$ cat config.mk
export PLATFORM = sky130hd
export DESIGN_NAME = controller_sequencer_flat
export DESIGN_NICKNAME = d
export VERILOG_FILES = /design/src/rtl/controller_sequencer_if.sv /design/src/rtl/controller_sequencer.sv /design/src/flat_wrapper.sv
export SDC_FILE = /design/constraint.sdc
export NUM_CORES = 1
export LEC_CHECK = 0
export CAP_MARGIN = 15
export CORE_MARGIN = 3
export CORE_UTILIZATION = 42
export CTS_CLUSTER_SIZE = 20
export DETAILED_ROUTE_END_ITERATION = 8
export PLACE_DENSITY = 0.85
export SYNTH_ARGS = -nofsm -noshare
export SYNTH_HDL_FRONTEND = slang
export SYNTH_SLANG_ARGS = --single-unit
$ cat constraint.sdc
create_clock -name clk -period 3.8 [get_ports clk]
set_clock_uncertainty 0.1 [all_clocks]
set_input_delay 0.76 -clock clk [delete_from_list [all_inputs] [get_ports clk]]
set_output_delay 0.76 -clock clk [all_outputs]
set_load 0.03 [all_outputs]
$ cat src/rtl/controller_sequencer_if.sv
// Control-unit bus: run/program select and opcode in, 12-bit control word, halt flag and ring state out.
// Latency: wires only.
// Backpressure: none; the sequencer is the only driver of the control word.
interface controller_sequencer_if #(
    parameter int OPCODE_WIDTH = 4
);
    logic                    run_not_prog;
    logic [OPCODE_WIDTH-1:0] opcode;
    logic                    Cp;
    logic                    Ep;
    logic                    Lm_bar;
    logic                    CE_bar;
    logic                    Li_bar;
    logic                    Ei_bar;
    logic                    La_bar;
    logic                    Ea;
    logic                    Su;
    logic                    Eu;
    logic                    Lb_bar;
    logic                    Lo_bar;
    logic                    hlt;
    logic [5:0]              t_state;

    // The sequencer drives the control word and observes mode and opcode.
    modport master (
        input  run_not_prog, opcode,
        output Cp, Ep, Lm_bar, CE_bar, Li_bar, Ei_bar, La_bar,
               Ea, Su, Eu, Lb_bar, Lo_bar, hlt, t_state
    );

    // Datapath / front-panel side.
    modport slave (
        output run_not_prog, opcode,
        input  Cp, Ep, Lm_bar, CE_bar, Li_bar, Ei_bar, La_bar,
               Ea, Su, Eu, Lb_bar, Lo_bar, hlt, t_state
    );
endinterface

$ cat src/rtl/controller_sequencer.sv
// SAP-1 control unit: one-hot T1..T6 ring counter plus combinational microinstruction decode.
// Latency: control word is combinational from the held T-state and opcode; state advances one step per clock.
// Backpressure: ring counter holds on hlt or program mode; both force an idle control word.
module controller_sequencer #(
    parameter int OPCODE_WIDTH = 4
) (
    input  logic                   clk,
    input  logic                   clr,
    controller_sequencer_if.master bus
);

    typedef enum logic [5:0] {
        T1 = 6'b000001,
        T2 = 6'b000010,
        T3 = 6'b000100,
        T4 = 6'b001000,
        T5 = 6'b010000,
        T6 = 6'b100000
    } t_state_e;

    // Control word in natural (active-high) polarity; bar outputs are inverted at the edge.
    typedef struct packed {
        logic cp;
        logic ep;
        logic lm;
        logic ce;
        logic li;
        logic ei;
        logic la;
        logic ea;
        logic su;
        logic eu;
        logic lb;
        logic lo;
    } ctrl_t;

    localparam logic [OPCODE_WIDTH-1:0] OP_LDA = OPCODE_WIDTH'(4'h0);
    localparam logic [OPCODE_WIDTH-1:0] OP_ADD = OPCODE_WIDTH'(4'h1);
    localparam logic [OPCODE_WIDTH-1:0] OP_SUB = OPCODE_WIDTH'(4'h2);
    localparam logic [OPCODE_WIDTH-1:0] OP_OUT = OPCODE_WIDTH'(4'hE);
    localparam logic [OPCODE_WIDTH-1:0] OP_HLT = OPCODE_WIDTH'(4'hF);

    t_state_e state_q;
    t_state_e state_d;
    logic     hlt_q;
    logic     hlt_d;
    ctrl_t    cw;
    logic     active;

    // State and halt flag register; clr wins over everything.
    always_ff @(posedge clk) begin
        if (clr) begin
            state_q <= T1;
            hlt_q   <= 1'b0;
        end else begin
            state_q <= state_d;
            hlt_q   <= hlt_d;
        end
    end

    // Next state: halt freezes, program mode parks at T1, otherwise step the ring.
    always_comb begin
        state_d = state_q;
        hlt_d   = hlt_q;
        if (hlt_q) begin
            state_d = state_q;
        end else if (!bus.run_not_prog) begin
            state_d = T1;
        end else begin
            unique case (state_q)
                T1: state_d = T2;
                T2: state_d = T3;
                T3: state_d = T4;
                T4: begin
                    state_d = T5;
                    // HLT is decoded in T4; the ring then freezes in T5.
                    if (bus.opcode == OP_HLT) begin
                        hlt_d = 1'b1;
                    end
                end
                T5: state_d = T6;
                T6: state_d = T1;
                default: state_d = T1;
            endcase
        end
    end

    // Only decode when running; reset, halt and program mode all force the idle word.
    assign active = !clr && bus.run_not_prog && !hlt_q;

    // Microinstruction decode: one signal group per T-state.
    always_comb begin
        cw = '0;
        if (active) begin
            unique case (state_q)
                T1: begin
                    cw.ep = 1'b1;
                    cw.lm = 1'b1;
                end
                T2: cw.cp = 1'b1;
                T3: begin
                    cw.ce = 1'b1;
                    cw.li = 1'b1;
                end
                T4: begin
                    if (bus.opcode == OP_LDA || bus.opcode == OP_ADD || bus.opcode == OP_SUB) begin
                        cw.ei = 1'b1;
                        cw.lm = 1'b1;
                    end else if (bus.opcode == OP_OUT) begin
                        cw.ea = 1'b1;
                        cw.lo = 1'b1;
                    end
                end
                T5: begin
                    if (bus.opcode == OP_LDA) begin
                        cw.ce = 1'b1;
                        cw.la = 1'b1;
                    end else if (bus.opcode == OP_ADD || bus.opcode == OP_SUB) begin
                        cw.ce = 1'b1;
                        cw.lb = 1'b1;
                    end
                end
                T6: begin
                    if (bus.opcode == OP_ADD || bus.opcode == OP_SUB) begin
                        cw.eu = 1'b1;
                        cw.la = 1'b1;
                        cw.su = (bus.opcode == OP_SUB);
                    end
                end
                default: cw = '0;
            endcase
        end
    end

    assign bus.Cp      = cw.cp;
    assign bus.Ep      = cw.ep;
    assign bus.Lm_bar  = ~cw.lm;
    assign bus.CE_bar  = ~cw.ce;
    assign bus.Li_bar  = ~cw.li;
    assign bus.Ei_bar  = ~cw.ei;
    assign bus.La_bar  = ~cw.la;
    assign bus.Ea      = cw.ea;
    assign bus.Su      = cw.su;
    assign bus.Eu      = cw.eu;
    assign bus.Lb_bar  = ~cw.lb;
    assign bus.Lo_bar  = ~cw.lo;
    assign bus.hlt     = hlt_q;
    assign bus.t_state = state_q;

endmodule

$ cat src/flat_wrapper.sv
// flat-port wrapper written by rule: the top's interface ports become plain ports
module controller_sequencer_flat 
#(
    parameter int OPCODE_WIDTH = 4
)
  (clk, clr, bus_run_not_prog, bus_opcode, bus_Cp, bus_Ep, bus_Lm_bar, bus_CE_bar, bus_Li_bar, bus_Ei_bar, bus_La_bar, bus_Ea, bus_Su, bus_Eu, bus_Lb_bar, bus_Lo_bar, bus_hlt, bus_t_state);
  controller_sequencer_if #(.OPCODE_WIDTH(OPCODE_WIDTH)) bus_i ();
  input  logic clk;
  input  logic clr;
  input wire logic [$bits(bus_i.run_not_prog)-1:0] bus_run_not_prog;
  input wire logic [$bits(bus_i.opcode)-1:0] bus_opcode;
  output wire logic [$bits(bus_i.Cp)-1:0] bus_Cp;
  output wire logic [$bits(bus_i.Ep)-1:0] bus_Ep;
  output wire logic [$bits(bus_i.Lm_bar)-1:0] bus_Lm_bar;
  output wire logic [$bits(bus_i.CE_bar)-1:0] bus_CE_bar;
  output wire logic [$bits(bus_i.Li_bar)-1:0] bus_Li_bar;
  output wire logic [$bits(bus_i.Ei_bar)-1:0] bus_Ei_bar;
  output wire logic [$bits(bus_i.La_bar)-1:0] bus_La_bar;
  output wire logic [$bits(bus_i.Ea)-1:0] bus_Ea;
  output wire logic [$bits(bus_i.Su)-1:0] bus_Su;
  output wire logic [$bits(bus_i.Eu)-1:0] bus_Eu;
  output wire logic [$bits(bus_i.Lb_bar)-1:0] bus_Lb_bar;
  output wire logic [$bits(bus_i.Lo_bar)-1:0] bus_Lo_bar;
  output wire logic [$bits(bus_i.hlt)-1:0] bus_hlt;
  output wire logic [$bits(bus_i.t_state)-1:0] bus_t_state;
  assign bus_i.run_not_prog = bus_run_not_prog;
  assign bus_i.opcode = bus_opcode;
  assign bus_Cp = bus_i.Cp;
  assign bus_Ep = bus_i.Ep;
  assign bus_Lm_bar = bus_i.Lm_bar;
  assign bus_CE_bar = bus_i.CE_bar;
  assign bus_Li_bar = bus_i.Li_bar;
  assign bus_Ei_bar = bus_i.Ei_bar;
  assign bus_La_bar = bus_i.La_bar;
  assign bus_Ea = bus_i.Ea;
  assign bus_Su = bus_i.Su;
  assign bus_Eu = bus_i.Eu;
  assign bus_Lb_bar = bus_i.Lb_bar;
  assign bus_Lo_bar = bus_i.Lo_bar;
  assign bus_hlt = bus_i.hlt;
  assign bus_t_state = bus_i.t_state;
  controller_sequencer #(.OPCODE_WIDTH(OPCODE_WIDTH)) u_core (.clk(clk), .clr(clr), .bus(bus_i));
endmodule
==> results.cfg, run 1 <==
[yosys]
ys_seq_elements = 7
ys.warnings.count = 0
yosysSeqAreaShare_pct = 25.4
netlist_area_um2 = 552
syn-num-nets = 75
syn_inst = 68
ys_types = 36
syn_avg_cell_area_um2 = 8.11

[setup_path]
cp-end-kind = output port
critPathMaxFanout = 5
critPathLaunchType = input pin
required_ns = 2.94
path_class = in2out
cp.arrival_ns = 2.73

[power_and_ir_drop]
ir_worst_vdd_mv = 0.195
powerDensity_mw_per_mm2 = 235
cellLeakagePower_nw = 0.336

[final_layout]
antenna_cells = 0
syn2layout_area_growth_pct = 49.2
final_cell_mix = clkdlybuf4s50_1 (21), dfxtp_1 (7), nand2_1 (5), buf_4 (5), nor2_1 (4)
final_common_cell = clkdlybuf4s50_1
layout-drive-gt1-share_pct = 14.7
post-route-util_pct = 70.3
final_nets = 103
stdcell_count = 109

[drt]
wl_mm = 1.62
drc_errors = 0
firstDrtPassIters = 4
wl_per_cell_um = 14.9
ant_nets = 0
initialDrtViolationCount = 17
num_vias = 643
vias_per_cell = 5.90

[outcome]
status = completed

[placed_design]
dp_hpwl_mm = 1.15
port_buffers = 25
dp.cells = 105
gp_congestion = 0.785

[clock_network]
cts_post_setup_buffers_inserted = 0
cts_tree = done
clock_sinks = 7
cts_hold_buf = 0
root_buffer = clkbuf_4
insertion_delay_ns = 0.26
clockBufferDepth = 2
cts_buffers = 3
cts_max_level = 1
clkTransAtPathRegs_ns = 0.06
cts_resized = 0

[timing]
finalCritPeriodShare_pct = 94.4
fin_setup_tns_ns = 0
max_slew_margin_pct = 68.3
finalHoldViolCount = 0
setup_viol = 0
slew_violations = 0
max_freq_mhz = 279
rsz0062_at_grt = false
holdWs_ns = 0.438
tightest_slew_ns = 0.471
fin_crit_ns = 3.59

[worst_hold_path]
min_path_type = reg2reg

[die]
fp.dieW_um = 42.2
fp-row-count = 12
core-area_mm2 = 0.00117
dieArea_mm2 = 0.00178
io_pins = 26
initial_core_util_pct = 47.1
die_h_um = 42.2

[global_routing]
grt_first_pass_wirelength_mm = 2.78
global_route.usage.total_pct = 20.2
grt_pass1_vias = 607
overflow = 0
grt_max_degree = 11
antenna_found_initial = 0

[job]
drv_cap = 0
[per-stage QoR]
step                      total power (W)  setup slack, ns  instance area, um^2
final                            0.000193            0.212                  823
after global routing             0.000203           0.0882                  823
after CTS                        0.000196            0.222                  823
after detailed placement         0.000121            0.237                  797
after global placement           0.000121            0.280                  797
after floorplan                  0.000102            0.676                  552
[where the power goes]
| group | switching (W) | internal (W) |
|---|---|---|
| Sequential | 0.00000380 | 0.0000750 |
| Clock | 0.0000321 | 0.0000404 |
| Combinational | 0.0000210 | 0.0000208 |
| Total | 0.0000569 | 0.000136 |
[worst max-delay path, cell delays in order]
cell	delay (ns)
clkdlybuf4s50_1	0.53
nor3b_1	0.39
and4b_2	0.34
nand3_1	0.09
clkdlybuf4s50_1	0.61
[registers in the layout, summed over array words and instances (netlist names)]
signal              flops
u_core.bus.hlt          1
u_core.bus.t_state      6
[layer usage]
layer | up-vias | part of all wire (%) | global-route usage [%]
met4 | 0 | 3.3 | 8.70
met5 | - | 0 | 0
met2 | 32 | 42 | 29.5
li1 | 315 | - | -
met1 | 288 | 47 | 25.3
met3 | 8 | 7.1 | 9.01
[path summary, 6_finish.rpt]
path / to / startpoint / cells after the start / slack, ns
max: bus_Ei_bar / bus_run_not_prog / 5 / 0.21
max reg2reg: u_core.bus.hlt / u_core.bus.t_state[3] / 3 / 2.08
min: u_core.bus.hlt / u_core.bus.hlt / 2 / 0.44
min reg2reg: u_core.bus.hlt / u_core.bus.hlt / 2 / 0.44
[layout make-up]
type,count,area [um^2]
inverters,3,11.3
clock buffers,4,26.3
repair buffers,26,248
well taps,14,17.5
multi-input cells,55,380
flip-flops and latches,7,140
fillers,98,348
[kinds of logic after synthesis]
kind of cell / after synthesis / synth area share [%]
xor gates and xnor gates: 1 / 1.59
and+or+nand+nor: 38 / 45.6
AOI/OAI and AO/OA: 16 / 21.8
buffers and inverters: 6 / 5.67
DFF: 7 / 25.4
[cell usage after synthesis]
cell type	n	area, um^2
dfxtp_1	7	140
and2_1	1	6.26
nand2_1	5	18.8
and4_1	1	8.76
or4_1	1	7.51
or4_4	2	22.5
xor2_1	1	8.76
a21oi_1	1	5.00
nor3b_1	3	22.5
o211a_1	1	10.0
inv_1	3	11.3
nor4b_2	1	15.0
a22o_1	3	26.3
o21ai_0	3	15.0
and4b_2	1	11.3
a31o_2	1	8.76
buf_6	1	11.3
or3_1	1	6.26
nand2b_1	3	18.8
a211o_1	1	8.76
a21o_1	3	22.5
nor2_1	4	15.0
clkbuf_2	1	5.00
o21bai_1	1	7.51
nor4_1	3	18.8
nor3_1	3	15.0
or3b_1	1	8.76
nand4_1	1	6.26
o2111ai_1	1	8.76
or4bb_1	1	11.3
nand3_1	2	10.0
o211ai_1	1	7.51
nor2b_1	2	12.5
nand3b_1	1	7.51
and2b_2	1	8.76
clkbuf_1	1	3.75
No activity file was read; power rests on OpenSTA's default activity.
==> inputs of run 2 (changes only) <==
SLEW_MARGIN = 20   (was unset)
TNS_END_PERCENT = 20   (was unset)
==> results of run 2 <==
No change in the layout: final DEF, timing and power equal those of run 1.
==> RTL edit 1, RTL diff (config.mk and constraints of run 1) <==
Register the input `clr` before use. The logic sees it one clock later. The other inputs are not delayed to match.
--- a/src/rtl/controller_sequencer.sv
+++ b/src/rtl/controller_sequencer.sv
@@ -42,2 +42,8 @@
 
+    logic clr_q;
+
+    always_ff @(posedge clk) begin
+        clr_q <= clr;
+    end
+
     t_state_e state_q;
@@ -51,3 +57,3 @@
     always_ff @(posedge clk) begin
-        if (clr) begin
+        if (clr_q) begin
             state_q <= T1;
@@ -88,3 +94,3 @@
     // Only decode when running; reset, halt and program mode all force the idle word.
-    assign active = !clr && bus.run_not_prog && !hlt_q;
+    assign active = !clr_q && bus.run_not_prog && !hlt_q;
 
Behaviour: not the same (a bounded check fails within 4 cycles, from zero or initial values).
==> RTL edit 1 against run 1 <==
- sequential share of layout area grew 1.6 points
- design area grew 4.6%
- total power grew 3.8%
- synthesized area shrank 0.68%
- routed wire length grew 6.1%
- worst setup slack lost 0.16 ns
- non-clock buffer count grew 4
- clock power shrank 2%
- sequential cell count grew 1
- critical path depth is the same
- largest cell class unchanged
==> RTL edit 1: results (changes against run 1) <==
status:
  status: "finished clean"  # unchanged
detailed_routing:
  wire_per_inst_um: 15.24  # was 14.89 um
  dr_wl_met2_um: 836  # was 688 um
  drt_wl_total_um: 1722  # was 1623 um
  drt_iter0_drc: 19  # was 17
  num_vias: 679  # was 643
  routed-wl-met3_um: 86  # was 116 um
  m1WireLength_um: 752  # was 765 um
  drtPass1Iterations: 4  # unchanged
  highest_layer: "met4"  # unchanged
setup_path:
  cpMaxStageDelayCell: "clkdlybuf4s50_1"  # unchanged
  critPathTopFamily: "buffers and inverters"  # unchanged
  cp_slowest_stage_delay_ns: 0.76  # was 0.61 ns
  critical_path_arrival_ns: 2.89  # was 2.73 ns
  crit_fanout: 6  # was 5
clock_tree:
  clk_pin_slew_worst_paths_ns: 0.06  # about the same
  cts_setup_buffers: 0  # unchanged
  ctsHoldBuffers: 0  # unchanged
  clk_path_buf_depth: 2  # unchanged
  clk_latency_ns: 0.27
  cts_root_buffer: "clkbuf_4"  # unchanged
  h-tree-depth: 1  # unchanged
  cts_buffers: 3  # unchanged
synth:
  synth_cell_types: 32  # was 36
  syn_nets: 76  # was 75
  synth.area.top_cells: "dfxtp_1 29%, or4_1 6.8%, nor2b_1 4.6%"  # was dfxtp_1 25%, a22o_1 4.8%, a21o_1 4.1%
  synthXorXnorAreaFrac: 0.01598  # was 0.01587
  synth_compound_area_frac: 0.2009  # was 0.2177
  ys_seq_area_frac: 0.2922  # was 0.2540
  synth_fa_ha_area_frac: 0  # unchanged
  avgSynthCellArea_um2: 7.942  # was 8.114 um^2
  synthFlopType: "dfxtp_1"  # unchanged
  synth_edf_count: 0  # unchanged
  synth.top_cells.by_count: "8 x dfxtp_1, 5 x nand2_1, 5 x nor3_1, 5 x or4_1"  # was 7 x dfxtp_1, 5 x nand2_1, 4 x nor2_1
  ys_async_sr_fraction: 0  # unchanged
  muxShareOfSynthArea: 0  # unchanged
grt:
  grt_pass1_vias: 584  # was 607
  grt_pass1_wl_um: 2780  # unchanged
  grt_max_degree: 11  # unchanged
  grtUsageTotal: 0.2047  # was 0.2017
pwr:
  p_leak_nw: 0.3756  # was 0.3360 nW
  switching_power_w: 0.00005875  # was 0.00005694 W
  vdd_drop_max_mv: 0.2248  # was 0.1948 mV
place:
  placed_cells: 110  # was 105
  dpl.hpwl_um: 1299  # was 1145 um
  gp_congestion: 0.8392  # was 0.7846
timing:
  tightest_slew_ns: 0.5253  # was 0.4709 ns
  hold_viol: 0  # unchanged
worst_hold_path:
  min_path_cells: 1  # was 2
cells_and_area:
  drive_gt1_frac: 0.1212  # was 0.1474
  diodes: 0  # unchanged
  largest_reg_flops: 6  # unchanged
-- RTL edit 1: repair_timing --
| action | 4_1_cts | 5_1_grt |
|---|---|---|
| setup endpoints to repair | 1 | 2 |
| endpoints found under the hold margin | 0 | 0 |
| resized for setup | 1 | 2 |
-- RTL edit 1: worst register-to-register path: cells and delay by family, from the launching register on --
kind,cells,cell delay (ns)
AOI/OAI and AO/OA,1,0.17
DFF,1,0.39
and+or+nand+nor,2,1.25
-- RTL edit 1: power groups by stage --
stage,Sequential [W],Clock [W],Combinational [W]
floorplan,0.0000937,0,0.0000167
global placement,0.0000916,0,0.0000378
detailed placement,0.0000919,0,0.0000386
CTS,0.0000900,0.0000693,0.0000389
global route,0.0000907,0.0000787,0.0000417
finish,0.0000900,0.0000712,0.0000391
-- RTL edit 1: path summary, 6_finish.rpt --
| path | from | end | slack (ns) |
|---|---|---|---|
| max reg2reg | u_core.bus.t_state[2]$_SDFFE_PP0N_ | u_core.bus.hlt$_SDFF_PP0_ | 1.83 |
| min | u_core.clr_q$_DFF_P_ | u_core.bus.hlt$_SDFF_PP0_ | 0.39 |
| max | bus_run_not_prog | bus_Cp | 0.05 |
| min reg2reg | u_core.clr_q$_DFF_P_ | u_core.bus.hlt$_SDFF_PP0_ | 0.39 |
-- RTL edit 1: layout make-up --
type / count / area, um^2
fill: 89 / 310.3
clock buffer: 3 / 22.52
multi-input combinational: 55 / 362.8
inverter: 3 / 11.26
tap: 14 / 17.52
timing repair buffer: 30 / 286.5
sequential: 8 / 160.2
-- RTL edit 1: kinds of logic (layout without fill, tap and decap cells) --
group,after synthesis,count (layout)
and+or+nand+nor,39,39
AOI/OAI and AO/OA,15,15
DFF,8,8
buffers and inverters,6,36
xor gates and xnor gates,1,1
-- RTL edit 1: metal layers --
metal / global-route usage / up-vias
li1: - / 327
met1: 0.2564 / 318
met2: 0.3272 / 28
met3: 0.05150 / 6
met4: 0.09317 / 0
met5: 0 / -
-- RTL edit 1: through the flow --
stage | setup TNS [ns] | power [W] | worst slack, ns | cell area, um^2
after floorplan | 0 | 0.0001104 | 0.4528 | 548.0
after global placement | -0.07542 | 0.0001294 | -0.07542 | 834.6
after detailed placement | -0.1053 | 0.0001305 | -0.1053 | 834.6
after CTS | 0 | 0.0001981 | 0.07450 | 855.8
after global routing | 0 | 0.0002110 | 0.02230 | 860.8
final | 0 | 0.0002004 | 0.04854 | 860.8
==> RTL edit 2, RTL diff (settings of run 1) <==
Without the edit above. `OPCODE_WIDTH` is set to 4 in 3 places; all go to 5.
--- a/src/rtl/controller_sequencer_if.sv
+++ b/src/rtl/controller_sequencer_if.sv
@@ -4,3 +4,3 @@
 interface controller_sequencer_if #(
-    parameter int OPCODE_WIDTH = 4
+    parameter int OPCODE_WIDTH = 5
 );
--- a/src/rtl/controller_sequencer.sv
+++ b/src/rtl/controller_sequencer.sv
@@ -4,3 +4,3 @@
 module controller_sequencer #(
-    parameter int OPCODE_WIDTH = 4
+    parameter int OPCODE_WIDTH = 5
 ) (
--- a/src/flat_wrapper.sv
+++ b/src/flat_wrapper.sv
@@ -3,3 +3,3 @@
 #(
-    parameter int OPCODE_WIDTH = 4
+    parameter int OPCODE_WIDTH = 5
 )
Interface: changed (resized bus_opcode); port bits go from 26 to 27. The function was not compared with the original's and may differ.
==> RTL edit 2 against run 1 <==
- design area grew 4.0%
- die area grew 2.5%
- sequential cell count is the same
- largest power group unchanged
- routed wire length grew 2.6%
- fmax shrank 0.81%
- non-clock buffer count grew 1
- synthesized area grew 2.9%
- combinational power grew 1%
- worst setup slack lost 0.029 ns
- count of clock-buffer cells in the layout is the same
- total power shrank 0.53%
==> RTL edit 2: results (changes against run 1) <==
setup_path:
  critical_path_arrival_ns: 2.76  # was 2.73 ns
  r2r_setup_slack_ns: 2.10  # was 2.08 ns
  r2r_start: "u_core.bus.t_state[3]$_SDFFE_PP0N_"  # unchanged
  cp_slowest_stage_delay_ns: 0.59  # was 0.61 ns
place:
  postPlaceCellArea_um2: 829.5  # was 797.0 um^2
  gp_congestion: 0.8817  # was 0.7846
  pre_cts_slack_ns: 0.2049  # was 0.2367 ns
  dpl.hpwl_um: 1294  # was 1145 um
  port_buffers: 26  # was 25
grt:
  grt_pass1_vias: 630  # was 607
  grt_pass1_wl_um: 2760  # was 2780 um
  grt_use_met1: 0.2284  # was 0.2526
  grtUsageTotal: 0.1974  # was 0.2017
  grt_max_degree: 12  # was 11
  global_route.usage.met3: 0.07203  # was 0.09013
cells_and_area:
  fin_nets: 109  # was 103
  fillers: 105  # was 98
  syn_to_final_growth_pct: 50.66  # was 49.21%
clock_tree:
  ctsHoldBuffers: 0  # unchanged
  clk_path_buf_depth: 2  # unchanged
synth:
  synth.top_cells.by_count: "7 x dfxtp_1, 6 x nand2_1, 6 x nor3_1, 5 x nor2_1, 5 x nor2b_1"  # was 7 x dfxtp_1, 5 x nand2_1, 4 x nor2_1
  synth_cell_types: 35  # was 36
  avgSynthCellArea_um2: 7.890  # was 8.114 um^2
  synth_compound_area_frac: 0.1916  # was 0.2177
  syn_nets: 80  # was 75
  ys_seq_area_frac: 0.2467  # was 0.2540
  synthXorXnorAreaFrac: 0.01542  # was 0.01587
detailed_routing:
  drt_wl_total_um: 1665  # was 1623 um
  num_vias: 680  # was 643
  vias_per_cell: 5.965  # was 5.899
  drt_iter0_drc: 18  # was 17
pwr:
  p_leak_nw: 0.2921  # was 0.3360 nW
  vdd_drop_max_mv: 0.1553  # was 0.1948 mV
worst_hold_path:
  min_to: "u_core.bus.t_state[2]$_SDFFE_PP0N_"  # was u_core.bus.hlt$_SDFF_PP0_
timing:
  hold_slack_ns: 0.4476  # was 0.4378 ns
  tightest_slew_ns: 0.4887  # was 0.4709 ns
status:
  status: "finished clean"  # unchanged
==> RTL edit 2: cell types whose count changed after synthesis, moves of 2 or more <==
cell	delta
nor2b_1	+3
inv_1	-2
or4_4	-2
a21o_1	-2
or2_2	+2
nor3b_2	+2
nor3_1	+3
==> RTL edit 2: worst register-to-register path, cell delays in order, from the launching register on <==
cell and delay, ns:
dfxtp_1 0.49, or4b_4 0.52, o41a_1 0.43, nor2_1 0.10
==> RTL edit 2: routing by layer <==
metal,routed length (um),vias up
li1,-,328
met1,691,312
met2,803,34
met3,143,6
met4,27,0
met5,0,-
==> RTL edit 2: worst max path at each step <==
stage,to,cells after the start,start,slack (ns)
2_1_floorplan,bus_Ea,3,clr,0.91
3_3_place_gp,bus_Lo_bar,5,bus_run_not_prog,0.26
3_5_place_dp,bus_Lo_bar,5,bus_run_not_prog,0.20
4_1_cts,bus_Lo_bar,5,bus_run_not_prog,0.19
5_1_grt,bus_Ea,5,bus_run_not_prog,0.08
6_report,bus_Lo_bar,5,bus_run_not_prog,0.18
==> RTL edit 2: where the power goes <==
part | total [W] | internal (W) | leakage [nW] | switching, W
registers | 0.0000789 | 0.0000750 | 0.0568 | 0.00000385
clock network | 0.0000709 | 0.0000403 | 0.0150 | 0.0000306
logic | 0.0000423 | 0.0000210 | 0.220 | 0.0000213
total | 0.000192 | 0.000136 | 0.292 | 0.0000558
==> RTL edit 2: final cells by class <==
type / instances / share of cell area
timing repair buffer: 27 / 0.3129
inverter: 1 / 0.004386
tap: 14 / 0.02047
clock buffer: 4 / 0.03070
sequential: 7 / 0.1637
multi-input combinational: 61 / 0.4678
